===== config.mk =====
export PLATFORM = sky130hd
export DESIGN_NAME = cls_eval_sequencer
export DESIGN_NICKNAME = d
export VERILOG_FILES = /design/src/rtl/cls_eval_pkg.sv /design/src/rtl/cls_result_fifo.sv /design/src/rtl/cls_eval_sequencer.sv
export SDC_FILE = /design/constraint.sdc
export NUM_CORES = 1
export LEC_CHECK = 0
export CAP_MARGIN = 20
export CORE_MARGIN = 3
export CORE_UTILIZATION = 30
export CTS_CLUSTER_SIZE = 24
export DETAILED_ROUTE_END_ITERATION = 10
export PLACE_DENSITY = 0.55
export SLEW_MARGIN = 20
export SYNTH_ARGS = -nofsm -noshare
export SYNTH_HDL_FRONTEND = slang
export SYNTH_SLANG_ARGS = --single-unit

===== constraint.sdc =====
create_clock -name clk -period 4.2 [get_ports clk]
set_clock_uncertainty 0.05 [all_clocks]
set_input_delay 0.42 -clock clk [delete_from_list [all_inputs] [get_ports clk]]
set_output_delay 0.42 -clock clk [all_outputs]
set_load 0.05 [all_outputs]

===== src/rtl/cls_eval_pkg.sv =====
// cls_eval_pkg: shared state encoding and width helpers for the classifier evaluation sequencer
package cls_eval_pkg;
    typedef enum logic {S_IDLE, S_SETTLE} state_t;
    function automatic int in_w(input int num_a, input int width_a);
        return num_a * width_a;
    endfunction
    function automatic int cnt_w(input int settle);
        return $clog2(settle) + 1;
    endfunction
    function automatic int ptr_w(input int depth);
        return $clog2(depth);
    endfunction
    function automatic int ent_w(input int tag_w, input int outwidth);
        return tag_w + outwidth;
    endfunction
endpackage


===== src/rtl/cls_result_fifo.sv =====
// cls_result_fifo: first-word fall-through result buffer with wrap-bit pointers
module cls_result_fifo
    import cls_eval_pkg::*;
#(
    parameter int WIDTH = 36,
    parameter int DEPTH = 4
) (
    input  logic                     clk,
    input  logic                     rst_n,
    input  logic                     push,
    input  logic [WIDTH-1:0]         push_data,
    input  logic                     pop,
    output logic [WIDTH-1:0]         head_data,
    output logic                     empty,
    output logic                     full,
    output logic [$clog2(DEPTH):0]   count
);
    localparam int PTR_W = ptr_w(DEPTH);
    logic [PTR_W:0]     r_wr;
    logic [PTR_W:0]     r_rd;
    logic [WIDTH-1:0]   r_mem [DEPTH];
    logic               w_pop;
    assign w_pop     = pop && !empty;
    assign empty     = r_wr == r_rd;
    assign full      = (r_wr[PTR_W] != r_rd[PTR_W]) && (r_wr[PTR_W-1:0] == r_rd[PTR_W-1:0]);
    assign count     = r_wr - r_rd;
    assign head_data = empty ? '0 : r_mem[r_rd[PTR_W-1:0]];
    // advance write/read pointers; a push and pop together leave the count unchanged
    always_ff @(posedge clk or negedge rst_n) begin
        if (!rst_n) begin
            r_wr <= '0;
            r_rd <= '0;
        end else begin
            if (push) r_wr <= r_wr + (PTR_W+1)'(1);
            if (w_pop) r_rd <= r_rd + (PTR_W+1)'(1);
        end
    end
    // storage needs no reset because the head is masked to zero while empty
    always_ff @(posedge clk) begin
        if (push) r_mem[r_wr[PTR_W-1:0]] <= push_data;
    end
endmodule


===== src/rtl/cls_eval_sequencer.sv =====
// cls_eval_sequencer: handshaked drive/settle/capture sequencer for a combinational classifier core
module cls_eval_sequencer
    import cls_eval_pkg::*;
#(
    parameter int WIDTH_A    = 4,
    parameter int NUM_A      = 11,
    parameter int OUTWIDTH   = 20,
    parameter int SETTLE     = 4,
    parameter int FIFO_DEPTH = 4,
    parameter int TAG_W      = 16
) (
    input  logic                       clk,
    input  logic                       rst_n,
    input  logic                       in_valid,
    output logic                       in_ready,
    input  logic [NUM_A*WIDTH_A-1:0]   in_data,
    output logic [NUM_A*WIDTH_A-1:0]   core_inp,
    input  logic [OUTWIDTH-1:0]        core_out,
    output logic                       res_valid,
    input  logic                       res_ready,
    output logic [OUTWIDTH-1:0]        res_data,
    output logic [TAG_W-1:0]           res_tag,
    output logic                       busy
);
    localparam int IN_W  = in_w(NUM_A, WIDTH_A);
    localparam int CNT_W = cnt_w(SETTLE);
    localparam int PTR_W = ptr_w(FIFO_DEPTH);
    localparam int ENT_W = ent_w(TAG_W, OUTWIDTH);
    localparam logic [PTR_W:0] DEPTH_C = FIFO_DEPTH[PTR_W:0];
    state_t             r_state;
    state_t             w_state_nxt;
    logic [CNT_W-1:0]   r_cnt;
    logic [TAG_W-1:0]   r_tag;
    logic [IN_W-1:0]    r_inp;
    logic               w_acc;
    logic               w_cap;
    logic               w_pop;
    logic               w_empty;
    logic               w_full;
    logic [PTR_W:0]     w_count;
    logic [ENT_W-1:0]   w_head;
    // state register
    always_ff @(posedge clk or negedge rst_n) begin
        if (!rst_n) r_state <= S_IDLE;
        else        r_state <= w_state_nxt;
    end
    // next state plus handshake and capture strobes; ready is held low while in reset
    always_comb begin
        w_state_nxt = r_state;
        in_ready    = 1'b0;
        busy        = 1'b0;
        w_acc       = 1'b0;
        w_cap       = 1'b0;
        if (r_state == S_IDLE) begin
            in_ready    = rst_n && (w_count < DEPTH_C);
            w_acc       = in_valid && in_ready;
            w_state_nxt = w_acc ? S_SETTLE : S_IDLE;
        end else begin
            busy        = 1'b1;
            w_cap       = r_cnt == '0;
            w_state_nxt = w_cap ? S_IDLE : S_SETTLE;
        end
    end
    // latch the accepted vector onto the core, count down the settle time, bump the tag on capture
    always_ff @(posedge clk or negedge rst_n) begin
        if (!rst_n) begin
            r_inp <= '0;
            r_cnt <= '0;
            r_tag <= '0;
        end else begin
            if (w_acc) begin
                r_inp <= in_data;
                r_cnt <= CNT_W'(SETTLE - 1);
            end else if (busy && !w_cap) begin
                r_cnt <= r_cnt - CNT_W'(1);
            end
            if (w_cap) r_tag <= r_tag + TAG_W'(1);
        end
    end
    assign w_pop     = !w_empty && res_ready;
    assign res_valid = !w_empty;
    assign core_inp  = r_inp;
    assign {res_tag, res_data} = w_head;
    cls_result_fifo #(.WIDTH(ENT_W), .DEPTH(FIFO_DEPTH)) u_fifo (
        .clk       (clk),
        .rst_n     (rst_n),
        .push      (w_cap),
        .push_data ({r_tag, core_out}),
        .pop       (w_pop),
        .head_data (w_head),
        .empty     (w_empty),
        .full      (w_full),
        .count     (w_count)
    );
    a_no_overflow: assert property (@(posedge clk) disable iff (!rst_n) !(w_cap && w_full));
endmodule


==> report_table.html <==
<table>
<tr><th>Metric</th><th>Value</th></tr>
<tr><th colspan="2">Status</th></tr>
<tr><td>Outcome</td><td>finished, final reports clean</td></tr>
<tr><th colspan="2">Logic synthesis</th></tr>
<tr><td>Yosys cell types</td><td>29</td></tr>
<tr><td>Sequential cell area fraction in the yosys report</td><td>72.96%</td></tr>
<tr><td>Synth area leaders</td><td>sky130_fd_sc_hd__edfxtp_1 (52%), sky130_fd_sc_hd__dfrtp_1 (21%), sky130_fd_sc_hd__mux4_2 (9.7%)</td></tr>
<tr><td>Proportion of netlist area held by the largest area contributor</td><td>51.92%</td></tr>
<tr><td>Synthesized area per cell</td><td>19.01 sq um</td></tr>
<tr><td>Post-synthesis sequential element count</td><td>214</td></tr>
<tr><td>Number of nets produced by synthesis</td><td>516</td></tr>
<tr><td>Cell area after synthesis</td><td>0.008328 sq mm</td></tr>
<tr><td>Synth area leader</td><td>sky130_fd_sc_hd__edfxtp_1</td></tr>
<tr><td>Yosys synthesis warning count</td><td>0</td></tr>
<tr><td>Number of cells produced by synthesis</td><td>438</td></tr>
<tr><th colspan="2">STA</th></tr>
<tr><td>Actual slew at the worst max-slew pin</td><td>1.053 ns</td></tr>
<tr><td>Number of failing hold endpoints at the final stage</td><td>0</td></tr>
<tr><td>Part of the cycle the worst path needs</td><td>82.42%</td></tr>
<tr><td>Achievable Freq</td><td>288.9 MHz</td></tr>
<tr><td>Final setup violation count</td><td>0</td></tr>
<tr><td>Minimum setup slack in the final design</td><td>0.7385 ns</td></tr>
<tr><td>Number of max-slew violations in the final report</td><td>0</td></tr>
<tr><td>Headroom to the max-slew limit</td><td>29.83%</td></tr>
<tr><td>Setup repair after global routing missed its margin</td><td>false</td></tr>
<tr><td>Clock period minus worst slack</td><td>3.462 ns</td></tr>
<tr><td>Post-route setup TNS</td><td>0 ns</td></tr>
<tr><th colspan="2">CTS</th></tr>
<tr><td>Root Buffer</td><td>sky130_fd_sc_hd__clkbuf_16</td></tr>
<tr><td>Total setup buffers inserted after CTS</td><td>0</td></tr>
<tr><td>Clock tree from TritonCTS</td><td>yes</td></tr>
<tr><td>TritonCTS buffer count</td><td>23</td></tr>
<tr><td>Largest buffer count on any clock path</td><td>3</td></tr>
<tr><td>Sinks on the clock net</td><td>214</td></tr>
<tr><td>CTS HTree Levels</td><td>1</td></tr>
<tr><td>Clock slew at the register clock pins of the worst setup and hold paths</td><td>0.06 ns</td></tr>
<tr><td>Cells resized by post-CTS repair</td><td>0</td></tr>
<tr><td>Clk Latency, worst-skew pair</td><td>0.51 ns</td></tr>
<tr><th colspan="2">Die</th></tr>
<tr><td># IOs</td><td>151</td></tr>
<tr><td>Starting density of the core</td><td>30.73%</td></tr>
<tr><td>Row count</td><td>60</td></tr>
<tr><td>Area of the placeable core</td><td>0.02710 sq mm</td></tr>
<tr><td>Floorplan die width</td><td>172.6 um</td></tr>
<tr><td>Die area</td><td>0.02980 sq mm</td></tr>
<tr><td>Vert. Die Dim</td><td>172.6 um</td></tr>
<tr><th colspan="2">Worst setup path</th></tr>
<tr><td>CP arrival</td><td>2.99 ns</td></tr>
<tr><td>Critical Path RT</td><td>3.73 ns</td></tr>
<tr><td>Largest fanout on the critical path</td><td>38</td></tr>
<tr><td>Slowest Stage Delay on Critical Path</td><td>0.71 ns</td></tr>
<tr><td>Type of destination of the critical path</td><td>primary output</td></tr>
<tr><td>Slowest stage cell on the critical path</td><td>sky130_fd_sc_hd__clkdlybuf4s50_1</td></tr>
<tr><td>Depth of the most critical reg-to-reg path</td><td>6</td></tr>
<tr><td>Startpoint type of the worst setup path</td><td>flip-flop</td></tr>
<tr><td>Setup CP Type</td><td>flip-flop to primary output</td></tr>
<tr><td>Worst-path cell chain</td><td>buf_4 &gt; mux4_2 &gt; and2_1 &gt; clkdlybuf4s50_1</td></tr>
<tr><th colspan="2">Placement</th></tr>
<tr><td>Hpwl dp</td><td>10.46 mm</td></tr>
<tr><td>Weighted congestion reported at the end of routability-driven placement</td><td>0.6972</td></tr>
<tr><td>Number of input and output port buffers inserted</td><td>150</td></tr>
<tr><td>Setup Slack @ Placement</td><td>1.220 ns</td></tr>
<tr><td>Post-detailed-placement cell area</td><td>0.01020 sq mm</td></tr>
<tr><th colspan="2">Route</th></tr>
<tr><td>Mean number of vias per cell</td><td>4.480</td></tr>
<tr><td>Count of nets left with antenna violations after detail routing</td><td>0</td></tr>
<tr><td>Vias after detailed routing</td><td>4431</td></tr>
<tr><td>Initial DRC Count</td><td>313</td></tr>
<tr><td>Total wire length after detailed routing</td><td>17.00 mm</td></tr>
<tr><td>DRC</td><td>0</td></tr>
<tr><td>First-pass iteration count of the detailed router</td><td>4</td></tr>
<tr><td>Detail-routed net length per standard cell</td><td>17.19 um</td></tr>
<tr><th colspan="2">Cells and area</th></tr>
<tr><td>Area of the multi-input gates</td><td>0.002148 sq mm</td></tr>
<tr><td>Top library cells by usage in the layout, fill and taps aside</td><td>sky130_fd_sc_hd__edfxtp_1 (144), sky130_fd_sc_hd__clkdlybuf4s50_1 (128), sky130_fd_sc_hd__dfrtp_1 (68)</td></tr>
<tr><td>Area taken by flip-flops and latches</td><td>0.006078 sq mm</td></tr>
<tr><td>Most common cell after layout, fill and taps aside</td><td>sky130_fd_sc_hd__edfxtp_1</td></tr>
<tr><td>Final nets</td><td>679</td></tr>
<tr><td>Fillers</td><td>2448</td></tr>
<tr><td>Final instance area</td><td>0.01098 sq mm</td></tr>
<tr><td>Layout overhead on the synthesized area</td><td>31.82%</td></tr>
<tr><td>Number of inserted diodes</td><td>0</td></tr>
<tr><td>Layout cell share with drive strength beyond 1</td><td>22.53%</td></tr>
<tr><th colspan="2">GRT</th></tr>
<tr><td>Vias in the first global route</td><td>5061</td></tr>
<tr><td>Wire length of the first global-routing pass</td><td>27.80 mm</td></tr>
<tr><td>Maximum number of pins on one net before global-route repair</td><td>49</td></tr>
<tr><td>GR Util All Layers</td><td>11.51%</td></tr>
<tr><td>GR Overflow Total</td><td>0</td></tr>
<tr><td>Antenna violations before repair</td><td>0</td></tr>
<tr><th colspan="2">Power and ir drop</th></tr>
<tr><td>Internal cell power</td><td>0.005390 W</td></tr>
<tr><td>Sequential share of power</td><td>30.8%</td></tr>
<tr><td>Part of the power in combinational logic</td><td>47.0%</td></tr>
<tr><td>Leakage power of the design</td><td>4.056 nW</td></tr>
<tr><td>Switching fraction of total power</td><td>40.76%</td></tr>
<tr><td>Maximum vdd ir drop</td><td>0.4930 mV</td></tr>
<tr><td>Power per cell area</td><td>828.9 mW/mm^2</td></tr>
<tr><td>Switching power summed over all nets</td><td>0.003709 W</td></tr>
<tr><td>Clock network power share</td><td>22.2%</td></tr>
<tr><th colspan="2">Worst hold path</th></tr>
<tr><td>Worst hold path class</td><td>flip-flop to flip-flop</td></tr>
<tr><td>Worst hold path stage count</td><td>1</td></tr>
<tr><th colspan="2">Job</th></tr>
<tr><td>Reported max-cap violation count</td><td>0</td></tr>
</table>
==> path summary, 6_finish.rpt <==
check	startpoint	to	slack (ns)
worst min-delay path	core_inp[32]$_DFFE_PN0P_	core_inp[32]$_DFFE_PN0P_	0.43
worst min register to register	core_inp[32]$_DFFE_PN0P_	core_inp[32]$_DFFE_PN0P_	0.43
max in group asynchronous	rst_n	core_inp[22]$_DFFE_PN0P_	2.63
min in group asynchronous	rst_n	r_tag[8]$_DFFE_PN0P_	0.46
worst max-delay path	u_fifo.r_rd[0]$_DFFE_PN0P_	res_data[11]	0.74
worst max register to register	u_fifo.r_wr[1]$_DFFE_PN0P_	core_inp[2]$_DFFE_PN0P_	1.60
==> worst max-delay path: cells and delay by family (launching register included) <==
family / cells / cell delay, ns
simple gates: 1 / 0.18
buf+inv: 2 / 1.33
flops: 1 / 0.36
mux: 1 / 0.59
==> layer usage <==
layer	global-route usage, %	part of all wire [%]	vias up
met1	14.13	41	2245
li1	-	-	1991
met4	2.467	1.6	0
met5	0	0	-
met2	19.33	48	173
met3	4.589	9.8	22
==> cell families (layout without fill, tap and decap cells) <==
group	after synthesis	after routing	share of synthesized area, %
AO/OA/AOI/OAI	6	6	0.4807
XOR/XNOR	21	21	2.209
adder cells (fa/ha/maj)	10	10	1.502
buffers and inverters	24	203	1.397
flip-flops	214	214	72.96
multiplexers	82	82	15.96
AND/OR/NAND/NOR	81	81	5.499
==> final cells by class <==
type | instances | share of cell area, %
inverters | 6 | 0.2052
flip-flops and latches | 214 | 55.37
clock inverters | 9 | 1.026
clock buffers | 32 | 6.006
repair buffers | 156 | 13.59
well taps | 372 | 4.240
multi-input cells | 200 | 19.57
==> metrics by stage <==
| stage | util [%] | instances | total power, W | hold slack, ns |
|---|---|---|---|---|
| after global routing | 40.51 | 989 | 0.009562 | 0.4445 |
| final | 40.51 | 989 | 0.009099 | 0.4338 |
| after CTS | 40.51 | 989 | 0.009252 | 0.4348 |
| after detailed placement | 37.62 | 947 | 0.007171 | 0.4251 |
| after global placement | 37.62 | 947 | 0.007135 | 0.4179 |
| after floorplan | - | 438 | 0.005783 | 0.07441 |
==> what timing repair did <==
item,4_1_cts,5_1_grt
endpoints found under the hold margin,26,0
endpoints found under the setup margin,0,0
hold buffers,1,0
==> state kept, by name, indices dropped and copies added, names as in the netlist <==
name	count
core_inp	44
u_fifo.r_rd	3
r_cnt	3
u_fifo.r_mem	144
u_fifo.r_wr	3
r_tag	16
r_state	1
==> power by group through the flow <==
stage | Combinational (W) | Sequential, W | Clock, W
6_report | 0.00427 | 0.00280 | 0.00202
5_1_grt | 0.00453 | 0.00284 | 0.00219
4_1_cts | 0.00435 | 0.00281 | 0.00209
3_5_place_dp | 0.00434 | 0.00284 | 0
3_3_place_gp | 0.00431 | 0.00282 | 0
2_1_floorplan | 0.00221 | 0.00357 | 0
==> cell usage after synthesis, drive strengths merged <==
| cell type | count |
|---|---|
| edfxtp | 144 |
| dfrtp | 70 |
| mux2 | 46 |
| and2 | 37 |
| mux4 | 36 |
| xnor2 | 13 |
| ha | 10 |
| nand2 | 10 |
| buf | 9 |
| clkbuf | 9 |
| xor2 | 8 |
| and3 | 7 |
| nand3 | 7 |
| inv | 6 |
| nor2 | 6 |
| nand2b | 3 |
| nand4 | 3 |
| o21ai | 3 |
| a211oi | 2 |
| nor2b | 2 |
| or2 | 2 |
| or3 | 2 |
| a21oi | 1 |
| nor3 | 1 |
| or4 | 1 |
Note: power is estimated with default switching activity, not from simulation.
